==> config.mk <==
export PLATFORM = sky130hd
export DESIGN_NAME = div_unit_flat
export DESIGN_NICKNAME = d
export VERILOG_FILES = /design/src/rtl/div_pkg.sv /design/src/rtl/div_if.sv /design/src/rtl/div_step.sv /design/src/rtl/div_unit.sv /design/src/flat_wrapper.sv
export SDC_FILE = /design/constraint.sdc
export NUM_CORES = 1
export LEC_CHECK = 0
export CORE_MARGIN = 8
export CORE_UTILIZATION = 25
export CTS_CLUSTER_DIAMETER = 100
export DETAILED_ROUTE_END_ITERATION = 10
export GPL_TIMING_DRIVEN = 0
export PLACE_DENSITY = 0.4
export SYNTH_ARGS = -nofsm -noshare
export SYNTH_HDL_FRONTEND = slang
export SYNTH_SLANG_ARGS = --single-unit
export TNS_END_PERCENT = 30
==> constraint.sdc <==
create_clock -name clk -period 5.7 [get_ports clk]
set_input_delay 1.14 -clock clk [delete_from_list [all_inputs] [get_ports clk]]
set_output_delay 1.14 -clock clk [all_outputs]
set_load 0.03 [all_outputs]
==> src/rtl/div_pkg.sv <==
// Shared types and constants for the multi-cycle restoring divider.
package div_pkg;

  typedef enum logic [1:0] {IDLE, CALC, DONE} div_state_t;

  localparam int unsigned DIV_ITER   = 32;
  localparam logic [31:0] DIV_ZERO_Q = 32'hFFFF_FFFF;

endpackage

==> src/rtl/div_if.sv <==
// EX-to-divider handshake: EX is the master, the divider responds as slave.
interface div_if #(
  parameter int unsigned DIV_W = 32
);
  logic               div_sel;
  logic               div_sign;
  logic [DIV_W-1:0]   dividend;
  logic [DIV_W-1:0]   divisor;
  logic               flush;
  logic [2*DIV_W-1:0] div_result_o;
  logic               div_valid_o;

  modport master (
    output div_sel, div_sign, dividend, divisor, flush,
    input  div_result_o, div_valid_o
  );

  modport slave (
    input  div_sel, div_sign, dividend, divisor, flush,
    output div_result_o, div_valid_o
  );
endinterface

==> src/rtl/div_step.sv <==
// One restoring-division iteration: shift, trial subtract, shift in quotient bit.
module div_step #(
  parameter int unsigned DIV_W = 32
) (
  input  logic [2*DIV_W-1:0] rem_i,
  input  logic [DIV_W-1:0]   divisor_i,
  output logic [2*DIV_W-1:0] rem_o
);
  logic [2*DIV_W-1:0] shifted;
  logic [DIV_W:0]     trial;

  always_comb begin
    shifted = {rem_i[2*DIV_W-2:0], 1'b0};
    // Bit shifted out of the top joins the trial so divisors >= 2^(W-1) work.
    trial   = {rem_i[2*DIV_W-1], shifted[2*DIV_W-1:DIV_W]} - {1'b0, divisor_i};
    if (!trial[DIV_W]) begin
      rem_o = {trial[DIV_W-1:0], shifted[DIV_W-1:1], 1'b1};
    end else begin
      rem_o = shifted;
    end
  end
endmodule

==> src/rtl/div_unit.sv <==
// Multi-cycle 32-bit DIV/DIVU unit (radix-2 restoring) for the EX stage.
// Optional macro DIV_EARLY_OUT_EN: skip iteration when |dividend| < |divisor|.
module div_unit
  import div_pkg::*;
#(
  parameter int unsigned DIV_W = 32
) (
  input  logic clk,
  input  logic rst_n,
  div_if.slave bus
);
  localparam int unsigned CntW = $clog2(DIV_ITER);

  div_state_t         state_q, state_d;
  logic [CntW-1:0]    cnt_q, cnt_d;
  logic [2*DIV_W-1:0] rem_q, rem_d;
  logic [DIV_W-1:0]   divisor_q, divisor_d;
  logic               q_neg_q, q_neg_d;
  logic               r_neg_q, r_neg_d;
  logic [2*DIV_W-1:0] result_q, result_d;

  logic [DIV_W-1:0]   abs_a, abs_b;
  logic [DIV_W-1:0]   quo, rmd;
  logic [2*DIV_W-1:0] step_rem;
  logic               start;

  div_step #(
    .DIV_W(DIV_W)
  ) u_step (
    .rem_i    (rem_q),
    .divisor_i(divisor_q),
    .rem_o    (step_rem)
  );

  always_comb begin
    start = bus.div_sel & ~bus.flush;
    abs_a = (bus.div_sign & bus.dividend[DIV_W-1]) ? -bus.dividend : bus.dividend;
    abs_b = (bus.div_sign & bus.divisor[DIV_W-1])  ? -bus.divisor  : bus.divisor;
    quo   = q_neg_q ? -step_rem[DIV_W-1:0]         : step_rem[DIV_W-1:0];
    rmd   = r_neg_q ? -step_rem[2*DIV_W-1:DIV_W]   : step_rem[2*DIV_W-1:DIV_W];

    state_d   = state_q;
    cnt_d     = cnt_q;
    rem_d     = rem_q;
    divisor_d = divisor_q;
    q_neg_d   = q_neg_q;
    r_neg_d   = r_neg_q;
    result_d  = result_q;

    unique case (state_q)
      IDLE: begin
        if (start) begin
          if (bus.divisor == '0) begin
            result_d = {DIV_ZERO_Q, bus.dividend};
            state_d  = DONE;
          end
`ifdef DIV_EARLY_OUT_EN
          else if (abs_a < abs_b) begin
            result_d = {{DIV_W{1'b0}}, bus.dividend};
            state_d  = DONE;
          end
`endif
          else begin
            rem_d     = {{DIV_W{1'b0}}, abs_a};
            divisor_d = abs_b;
            q_neg_d   = bus.div_sign & (bus.dividend[DIV_W-1] ^ bus.divisor[DIV_W-1]);
            r_neg_d   = bus.div_sign & bus.dividend[DIV_W-1];
            cnt_d     = CntW'(DIV_ITER - 1);
            state_d   = CALC;
          end
        end
      end
      CALC: begin
        if (!start) begin
          state_d = IDLE;
        end else begin
          rem_d = step_rem;
          if (cnt_q == '0) begin
            result_d = {quo, rmd};
            state_d  = DONE;
          end else begin
            cnt_d = cnt_q - CntW'(1);
          end
        end
      end
      DONE:    state_d = IDLE;
      default: state_d = IDLE;
    endcase
  end

  always_ff @(posedge clk or negedge rst_n) begin
    if (!rst_n) begin
      state_q   <= IDLE;
      cnt_q     <= '0;
      rem_q     <= '0;
      divisor_q <= '0;
      q_neg_q   <= 1'b0;
      r_neg_q   <= 1'b0;
      result_q  <= '0;
    end else begin
      state_q   <= state_d;
      cnt_q     <= cnt_d;
      rem_q     <= rem_d;
      divisor_q <= divisor_d;
      q_neg_q   <= q_neg_d;
      r_neg_q   <= r_neg_d;
      result_q  <= result_d;
    end
  end

  assign bus.div_result_o = result_q;
  assign bus.div_valid_o  = (state_q == DONE) & start;
endmodule

==> src/flat_wrapper.sv <==
// flat-port wrapper written by rule: the top's interface ports become plain ports
module div_unit_flat import div_pkg::*;
#(
  parameter int unsigned DIV_W = 32
)
  (clk, rst_n, bus_div_sel, bus_div_sign, bus_dividend, bus_divisor, bus_flush, bus_div_result_o, bus_div_valid_o);
  div_if #(.DIV_W(DIV_W)) bus_i ();
  input  logic clk;
  input  logic rst_n;
  input wire logic [$bits(bus_i.div_sel)-1:0] bus_div_sel;
  input wire logic [$bits(bus_i.div_sign)-1:0] bus_div_sign;
  input wire logic [$bits(bus_i.dividend)-1:0] bus_dividend;
  input wire logic [$bits(bus_i.divisor)-1:0] bus_divisor;
  input wire logic [$bits(bus_i.flush)-1:0] bus_flush;
  output wire logic [$bits(bus_i.div_result_o)-1:0] bus_div_result_o;
  output wire logic [$bits(bus_i.div_valid_o)-1:0] bus_div_valid_o;
  assign bus_i.div_sel = bus_div_sel;
  assign bus_i.div_sign = bus_div_sign;
  assign bus_i.dividend = bus_dividend;
  assign bus_i.divisor = bus_divisor;
  assign bus_i.flush = bus_flush;
  assign bus_div_result_o = bus_i.div_result_o;
  assign bus_div_valid_o = bus_i.div_valid_o;
  div_unit #(.DIV_W(DIV_W)) u_core (.clk(clk), .rst_n(rst_n), .bus(bus_i));
endmodule
==> impl_metrics.yaml, run 1 <==
yosys:
  yosys_warnings: 0
  avgSynthCellArea_um2: 7.923
  synth.net_count: 1679
  netlist_instances: 1571
  synth_area_leaders: "dfrtp_1 34%, a21oi_1 6.2%, nand2_1 5.7%"
  syn_area_um2: 12450
  yosysTopAreaCell: "dfrtp_1"
  yosysSeqAreaShare_pct: 33.98
  synth_edf_count: 0
  yosys-top-cells-count: "190 x nand2_1, 179 x nor2_1, 169 x dfrtp_1"
  ys_seq_elements: 169
  yosys.cell_count.top_type: "nand2_1"
  synth_cell_types: 88
  yosysTopAreaCellShare_pct: 33.98
  async_reset_ff_share_pct: 100.0
  ys.flop_type: "dfrtp_1"
cells_and_area:
  stdcell_area_um2: 15360
  diodes: 0
  fin_util_pct: 31.32
  n_fill_cell: 5368
  stdcell_count: 2406
  syn_to_final_growth_pct: 23.44
  final_layout_size_suffix_gt1_share_pct: 6.200
  nNetsFinal: 1837
routing:
  firstDrtPassIters: 5
  first_iter_violations: 770
  drc: 0
  wirelength_um: 50210
  wire_per_inst_um: 20.87
  ant_nets: 0
  vias: 12115
  vias_per_cell: 5.035
setup_path:
  crit_buf_inv: 4
  r2r_end: "u_core.bus.div_result_o[60]"
  critPathSlowestCell: "or4_1"
  path_delay_family: "simple AND/OR/NAND/NOR gates"
  r2r_slack_ns: 0.26
  critical_path_class: "reg2reg"
  cp.arrival_ns: 5.75
  r2r_cells: 19
  crit_path_end_kind: "flop"
  start_kind: "flop"
  worstPathCellList: "ha_1 -> fa_1 -> nand2b_1 -> a21oi_4 -> o21ai_2 -> a211o_1 -> and4_4 -> buf_6 -> or2_4 -> inv_2 -> buf_2 -> buf_2 -> ha_1 -> nand4_1 -> nand2b_1 -> or4_1 -> o31ai_1 -> xor2_1 -> a31oi_1"
  r2r_start: "u_core.divisor_q[0]"
  cp_max_fo: 10
  cp_slowest_stage_delay_ns: 0.50
  required_ns: 6.01
clocking:
  cts_buffers: 17
  clock_path_buffers: 2
  cts_root_buf: "clkbuf_16"
  path_clk_slew_ns: 0.07
  clock_latency_ns: 0.47
  cts_tree: "built"
  holdBufCountCts: 0
  cts_max_level: 4
  cts_sinks: 169
placement:
  gp_congestion: 0.8719
  place_hpwl_um: 40180
  place_area_um2: 14640
  placed_cells: 2369
  portBuffers: 133
floorplanning:
  row_count: 81
  core_area_um2: 49050
  initial_core_util_pct: 25.37
  die-width_um: 239.1
  die_area_um2: 57180
  chipHeight_um: 239.1
  top_level_ports: 134
timing:
  hold_slack_ns: 0.4836
  setup_violations: 0
  final_max_slew_viol_count: 0
  fin_skew_ns: 0.01589
  rsz0062_at_grt: "false"
  final-hold-violation-count: 0
  max_freq_mhz: 183.8
  slew-limit-headroom_pct: 28.07
  worstMarginPinSlew_ns: 1.069
  final.period_utilization_pct: 95.47
  min_period_ns: 5.442
global_routing:
  grt_max_degree: 110
  grt_pass1_vias: 12235
  grt_pass1_wl_um: 76600
  antenna_found_initial: 0
  grt_overflow: 0
  grt.total_usage_pct: 17.51
worst_hold_path:
  hold_start: "u_core.divisor_q[31]"
  min_path_cells: 2
  hold_class: "reg2reg"
  worstHoldEndpoint: "u_core.divisor_q[31]"
pwr:
  p_per_area_nw_per_um2: 232.5
  power.leakage_nw: 6.277
  p_total_mw: 3.572
  peakVddDrop_mv: 0.2326
outcome:
  status: "finished clean"
job:
  cap_violations: 0
==> registers in the layout, summed over array words and instances (netlist names) <==
register                 cells
u_core.r_neg_q               1
u_core.rem_q                64
u_core.state_q               2
u_core.divisor_q            32
u_core.cnt_q                 5
u_core.bus.div_result_o     64
u_core.q_neg_q               1
==> how the worst max path moves through the flow <==
stage / depth (start not counted) / start / end
floorplan: 23 / u_core.rem_q[31] / u_core.bus.div_result_o[30]
global placement: 1 / rst_n / u_core.divisor_q[26]
detailed placement: 23 / u_core.rem_q[31] / u_core.bus.div_result_o[30]
CTS: 22 / u_core.rem_q[31] / u_core.bus.div_result_o[30]
global route: 20 / u_core.rem_q[44] / u_core.bus.div_result_o[30]
finish: 19 / u_core.divisor_q[0] / u_core.bus.div_result_o[60]
==> per-layer routing <==
layer	share of wire [%]	up-vias	wire length, µm	global-route usage, %
met5	0	-	0	0
met3	4.8	54	2406	2.536
li1	-	5970	-	-
met1	47	5776	23610	23.49
met4	2.1	0	1078	5.604
met2	46	315	23120	28.70
==> timing repair <==
| item | 4_1_cts | 5_1_grt |
|---|---|---|
| pin swaps | 3 | 1 |
| setup buffers | 4 | 2 |
| endpoints found under the setup margin | 12 | 8 |
| gates resized for setup | 14 | 3 |
| endpoints found under the hold margin | 0 | 0 |
==> cell type report <==
cell class | count | area [µm²] | share of cell area (%)
Clock buffer | 19 | 452.9 | 2.948
Timing Repair Buffer | 140 | 1409 | 9.169
Sequential cell | 169 | 4229 | 27.52
Buffer | 79 | 359.1 | 2.337
Multi-Input combinational cell | 1263 | 7721 | 50.25
Tap cell | 664 | 830.8 | 5.407
Inverter | 59 | 221.5 | 1.441
Clock inverter | 13 | 141.4 | 0.9202
==> layout by cell type, fill, tap and decap left out, drive strengths merged, types with 17 or more instances in the layout <==
master	synthesis	layout
or3	22	22
and2	22	22
xnor2	37	37
nand3	26	26
dfrtp	169	169
a31oi	36	36
clkbuf	51	70
a211oi	17	17
o211ai	22	22
nor3	40	40
nor2	179	179
inv	59	64
xor2	72	72
a21oi	157	157
o31ai	30	30
clkdlybuf4s50	0	132
nand2	191	191
ha	38	38
mux2i	33	33
buf	29	36
o21ai	161	161
==> per-stage QoR <==
stage / setup TNS, ns / setup WS (ns)
final: 0 / 0.2581
after global routing: 0 / 0.0005613
after CTS: 0 / 0.1740
after detailed placement: -9.982 / -1.122
after global placement: -743.44 / -4.364
after floorplan: 0 / 0.4629
==> power by group <==
group          internal, mW  leakage [nW]  switching (mW)
registers              1.29          2.19          0.0853
logic                 0.356          3.79           0.598
clock network         0.674         0.292           0.573
total                  2.32          6.28            1.26
==> tightest hold or removal path, stage by stage, from the launching register on <==
cell and delay (ns):
dfrtp_1 0.34, nand2_1 0.05, o21ai_0 0.06
==> cells by family after synthesis <==
kind of cell	after synthesis	synth area share (%)
buffers and inverters	139	4.634
XOR/XNOR	109	7.670
AO/OA/AOI/OAI	502	24.91
flip-flops	169	33.98
adder cells (fa/ha/maj)	39	3.981
AND/OR/NAND/NOR	574	21.60
multiplexers	39	3.227
No activity file was read; power rests on OpenSTA's default activity.
==> run 2, diff against run 1 <==
Settings changed: CORE_UTILIZATION 25 to 30, PLACE_DENSITY 0.4 to 0.46.
==> run 2 against run 1 <==
  * Via count is 0.78% higher
  * Power decreased by 1.2%
  * Cell count is 5.5% lower
  * Utilization grew 5.8 points
  * Critical path type unchanged
  * Critical endpoint is now u_core.bus.div_result_o[26]
==> impl_metrics.yaml, run 2 (same netlist as run 1, synthesis figures left out) <==
outcome:
  status: "finished clean"
routing:
  vias: 12209
  first_iter_violations: 850
  wirelength_um: 47550
  wire_per_inst_um: 20.91
  drc: 0
  vias_per_cell: 5.369
  firstDrtPassIters: 6
  ant_nets: 0
job:
  cap_violations: 0
floorplanning:
  row_count: 74
  chipHeight_um: 219.7
  die-width_um: 219.7
  top_level_ports: 134
  initial_core_util_pct: 30.41
  core_area_um2: 40920
  die_area_um2: 48260
timing:
  final_max_slew_viol_count: 0
  max_freq_mhz: 184.3
  min_period_ns: 5.427
  worstMarginPinSlew_ns: 1.143
  fin_skew_ns: 0.01239
  fin_ws_ns: 0.2731
  hold_slack_ns: 0.4915
  final-hold-violation-count: 0
  setup_violations: 0
  final.period_utilization_pct: 95.21
  slew-limit-headroom_pct: 23.30
global_routing:
  grt_max_degree: 110
  grt.total_usage_pct: 19.37
  antenna_found_initial: 1
  grt_pass1_wl_um: 71970
  grt_overflow: 0
  grt_pass1_vias: 11893
setup_path:
  required_ns: 6.03
  cp_max_fo: 19
  crit_path_end_kind: "flop"
  start_kind: "flop"
  cp_slowest_stage_delay_ns: 0.41
  startpoint: "u_core.rem_q[31]"
  critical_path_class: "reg2reg"
  worstPathCellList: "inv_1 -> ha_1 -> fa_1 -> nand2b_1 -> a21oi_4 -> o21ai_2 -> a211o_1 -> and4_4 -> buf_6 -> or2_4 -> buf_6 -> buf_4 -> o21ai_4 -> ha_2 -> inv_1 -> nor4_4 -> nor4bb_4 -> buf_4 -> a41oi_2 -> o31a_1 -> xnor2_1 -> a221o_1"
  critPathSlowestCell: "fa_1"
  cp.arrival_ns: 5.76
  r2r_start: "u_core.rem_q[31]"
cells_and_area:
  diodes: 0
  n_fill_cell: 4375
  final_layout_size_suffix_gt1_share_pct: 6.142
  seqCellArea_um2: 4229
  syn_to_final_growth_pct: 22.14
  multi_input_area_um2: 7719
  stdcell_count: 2274
  nNetsFinal: 1838
  final_cell_mix: "190 x nand2_1, 179 x nor2_1, 169 x dfrtp_1, 154 x a21oi_1, 136 x o21ai_0"
  final_common_cell: "nand2_1"
placement:
  preCtsSetupSlack_ns: -0.9813
  gp_congestion: 0.9131
  portBuffers: 133
  place_hpwl_um: 38100
  placed_cells: 2237
clocking:
  cts_max_level: 4
  cts_tree: "built"
  cts_buffers: 17
  cts_root_buf: "clkbuf_16"
  path_clk_slew_ns: 0.07
  clock_latency_ns: 0.45
  cts_sinks: 169
  clock_path_buffers: 2
worst_hold_path:
  hold_class: "reg2reg"
  hold_start: "u_core.bus.div_result_o[2]"
pwr:
  p_per_area_nw_per_um2: 232.3
  p_total_mw: 3.531
  power.leakage_nw: 6.274
  peakVddDrop_mv: 0.1525
## run 2: metrics by stage
stage	cell area, µm²	TNS (ns)	util [%]
5_1_grt	15200	-0.0002429	37.15
3_3_place_gp	14440	-697.75	35.29
6_report	15200	0	37.15
3_5_place_dp	14480	-8.954	35.37
4_1_cts	15140	0	37.00
2_1_floorplan	12450	0	-
## run 2: area by class of cell
| type | count | area share (%) |
|---|---|---|
| multi-input cells | 1263 | 50.77 |
| flip-flops and latches | 169 | 27.82 |
| repair buffers | 141 | 9.317 |
| well taps | 532 | 4.379 |
| clock buffers | 21 | 3.095 |
| plain buffers | 79 | 2.379 |
| inverters | 59 | 1.457 |
| clock inverters | 10 | 0.7819 |
## run 2: worst paths after layout
check                                               to  depth (start not counted)  slack, ns
min reg2reg                 u_core.bus.div_result_o[2]                          2       0.49
max reg2reg                u_core.bus.div_result_o[26]                         22       0.27
max                        u_core.bus.div_result_o[26]                         22       0.27
min in group asynchronous  u_core.bus.div_result_o[37]                          1       0.61
max in group asynchronous         u_core.divisor_q[30]                          2       4.14
min                         u_core.bus.div_result_o[2]                          2       0.49
## run 2: per-layer routing
| metal | track usage (%) | vias to the layer above | part of all wire (%) |
|---|---|---|---|
| met5 | 0 | - | 0 |
| met4 | 6.076 | 0 | 2.3 |
| met3 | 2.633 | 65 | 4.5 |
| met2 | 32.45 | 322 | 47 |
| met1 | 25.61 | 5847 | 46 |
| li1 | - | 5975 | - |
## run 2: what timing repair did
action	in CTS	in global routing
hold buffers	0	0
pin swaps	3	2
setup endpoints to repair	11	8
resized for setup	12	7
setup buffers	4	3
## run 2: power by group
part           switching, mW  internal [mW]
Combinational          0.591          0.355
Clock                  0.533          0.680
Sequential            0.0852           1.29
## run 2: worst max-delay path: cells and delay by family (launching register included)
kind	cells	cell delay (ns)
adders and majority gates	3	0.86
DFF	1	0.38
AOI/OAI and AO/OA	7	1.77
xor gates and xnor gates	1	0.16
and+or+nand+nor	5	1.24
buffers and inverters	6	0.91
==> edit (flow settings as in run 2) <==
Re-encode `div_state_t` (3 states) as one-hot, 3 bits wide.
--- a/src/rtl/div_pkg.sv
+++ b/src/rtl/div_pkg.sv
@@ -3,3 +3,3 @@
 
-  typedef enum logic [1:0] {IDLE, CALC, DONE} div_state_t;
+  typedef enum logic [2:0] {IDLE = 3'b001, CALC = 3'b010, DONE = 3'b100} div_state_t;
 
Function: no difference found for any inputs over 4 cycles, from zero or initial values and one cycle with rst_n low; so few cycles prove little.
==> edit against run 2 <==
- final area down 1.3%
- sequential share of layout area up 0.55 points
- fmax down 0.53%
- worst setup slack worse by 0.029 ns
- power up 6.1%
- critical endpoint unchanged
- synthesized area down 1.6%
- highest routed layer unchanged
- wire length down 5.2%
- sequential cell count up 1
==> edit: results (changes against run 2) <==
Area contributors post-synth=dfrtp_1 (35%), o21ai_0 (7.0%), nand2_1 (6.4%), a21oi_1 (5.7%), xor2_1 (5.6%); Hold WC Path Type=flip-flop to flip-flop; Pwr per Cell Area=250 nW/um2 (+7.5%); final clock skew=0.0133 ns (+0.000910 ns); Root Driver=clkbuf_16; status=finished, final reports clean; initial antenna violation count=0 (-1); HP Start=u_core.bus.div_result_o[7]; drt first pass iters=5 (-1); H-tree depth=4 (unchanged); Post-synth top cells=nand2_1 (210), o21ai_0 (171), dfrtp_1 (169), nor2_1 (155), a21oi_1 (140); worst-case vdd ir drop=0.154 mV (+0.92%); clk_lat worst skew=0.45 ns (about the same); Yosys Warn Count=0 (unchanged); Tot GR Track Use=18.8% (-0.58 points); final net count=1809 (-1.6%); CP max FO=10 (-9); syn_nets=1653 (-1.5%); Worst Path Arrival=5.82 ns (+0.06 ns); P_int=2.44 mW (+4.9%); Inserted Clock Buffers=17 (unchanged); vias per std cell=5.15 (-4.1%); LEAKAGE=6.21 nW (-1.0%); clock transition at the registers of the reported paths=0.07 ns (about the same); FILL cells=4330 (-1.0%); fraction of layout cells with a size suffix above 1=6.73% (+0.58 points); post-synthesis sequential area ratio=34.8% (+0.77 points); first-pass GRT wire length=69.5 mm (-3.5%); post-DP HPWL=36.0 mm (-5.4%); Post-Synthesis Cells=1545 (-1.7%); Slew @ Worst Pin=0.854 ns (-0.289 ns); routed length per instance=20.1 um (-3.9%); Area after DPL=14300 um2 (-1.4%); library cells used by synthesis=80 (-9.1%); dpl cells=2211 (-1.2%); asr flop ratio synth=100% (unchanged); Place WS=-0.881 ns (+0.0999 ns); gpl congestion=0.878 (-3.8%); Antenna Cells=0 (unchanged); initial drt markers=641 (-25%); largest net degree at the start of global routing=93 (-15%); Remaining DRCs=0 (unchanged); Vias=11.5k (-5.4%); clk buf depth=2 (unchanged); start point of the critical path=u_core.rem_q[31]; Main synth FF type=dfrtp_1; I/O Buffers=133 (unchanged)
edit: final cells by class:
type                    instances  area share (%)
multi-input cells            1241            50.3
flip-flops and latches        170            28.4
repair buffers                139            9.34
well taps                     532            4.43
clock buffers                  19            2.95
plain buffers                  71            2.25
inverters                      61            1.53
clock inverters                 9           0.842
edit: critical path, stage by stage, from the launching register on:
cell and delay, ns:
dfrtp_1 0.36, inv_1 0.08, ha_1 0.22, fa_2 0.36, nand2b_4 0.17, a21oi_4 0.20
o211ai_4 0.13, a21oi_4 0.22, a41oi_2 0.16, a211o_4 0.37, buf_8 0.16, buf_6 0.15
buf_6 0.16, buf_2 0.23, o21ai_4 0.21, ha_4 0.18, or3b_4 0.40, or2_2 0.33
nor4_2 0.14, a41oi_1 0.10, or4_4 0.52, o2111ai_1 0.21, nor2_1 0.07, a211oi_2 0.21
edit: worst paths after layout:
path	cells after the start	slack (ns)	to
min in group asynchronous	1	0.64	u_core.bus.div_result_o[59]
max in group asynchronous	2	4.11	u_core.rem_q[32]
min	2	0.49	u_core.bus.div_result_o[7]
max	23	0.24	u_core.bus.div_result_o[26]
max reg2reg	23	0.24	u_core.bus.div_result_o[26]
min reg2reg	2	0.49	u_core.bus.div_result_o[7]
edit: metal layers:
| metal | vias up | share of wire [%] | routed length [um] | global-route usage (%) |
|---|---|---|---|---|
| met5 | - | 0 | 0 | 0 |
| met4 | 0 | 2.1 | 927 | 5.24 |
| met3 | 44 | 3.6 | 1640 | 2.82 |
| met2 | 246 | 48 | 21800 | 32.2 |
| met1 | 5466 | 46 | 20700 | 24.3 |
| li1 | 5792 | - | - | - |
edit: timing repair:
item / in CTS / in global routing
cloned: 0 / 0
hold buffers: 0 / 0
endpoints found under the setup margin: 16 / 6
resized for setup: 23 / 13
buffers inserted: 5 / 0
pin swaps: 4 / 3
endpoints found under the hold margin: 0 / 0
edit: cell families (layout without fill, tap and decap cells):
kind of cell / count (synthesis) / in the layout / synth area share, %
adder cells (fa/ha/maj): 39 / 39 / 4.05
AND/OR/NAND/NOR: 570 / 570 / 21.8
flip-flops: 170 / 170 / 34.8
buffers and inverters: 134 / 299 / 4.53
AO/OA/AOI/OAI: 482 / 482 / 23.5
multiplexers: 27 / 27 / 2.54
XOR/XNOR: 123 / 123 / 8.80
edit: power by group through the flow:
stage               clock (mW)  sequential, mW  combinational (mW)
floorplan                    0            1.46               0.692
global placement             0            1.45                1.08
detailed placement           0            1.45                1.08
CTS                       1.24            1.43                1.11
global route              1.27            1.45                1.24
finish                    1.21            1.43                1.11
edit: through the flow:
| stage | setup TNS, ns | power (mW) |
|---|---|---|
| final | 0 | 3.75 |
| after global routing | -0.00677 | 3.96 |
| after CTS | 0 | 3.77 |
| after detailed placement | -7.56 | 2.53 |
| after global placement | -707.92 | 2.53 |
| after floorplan | 0 | 2.15 |
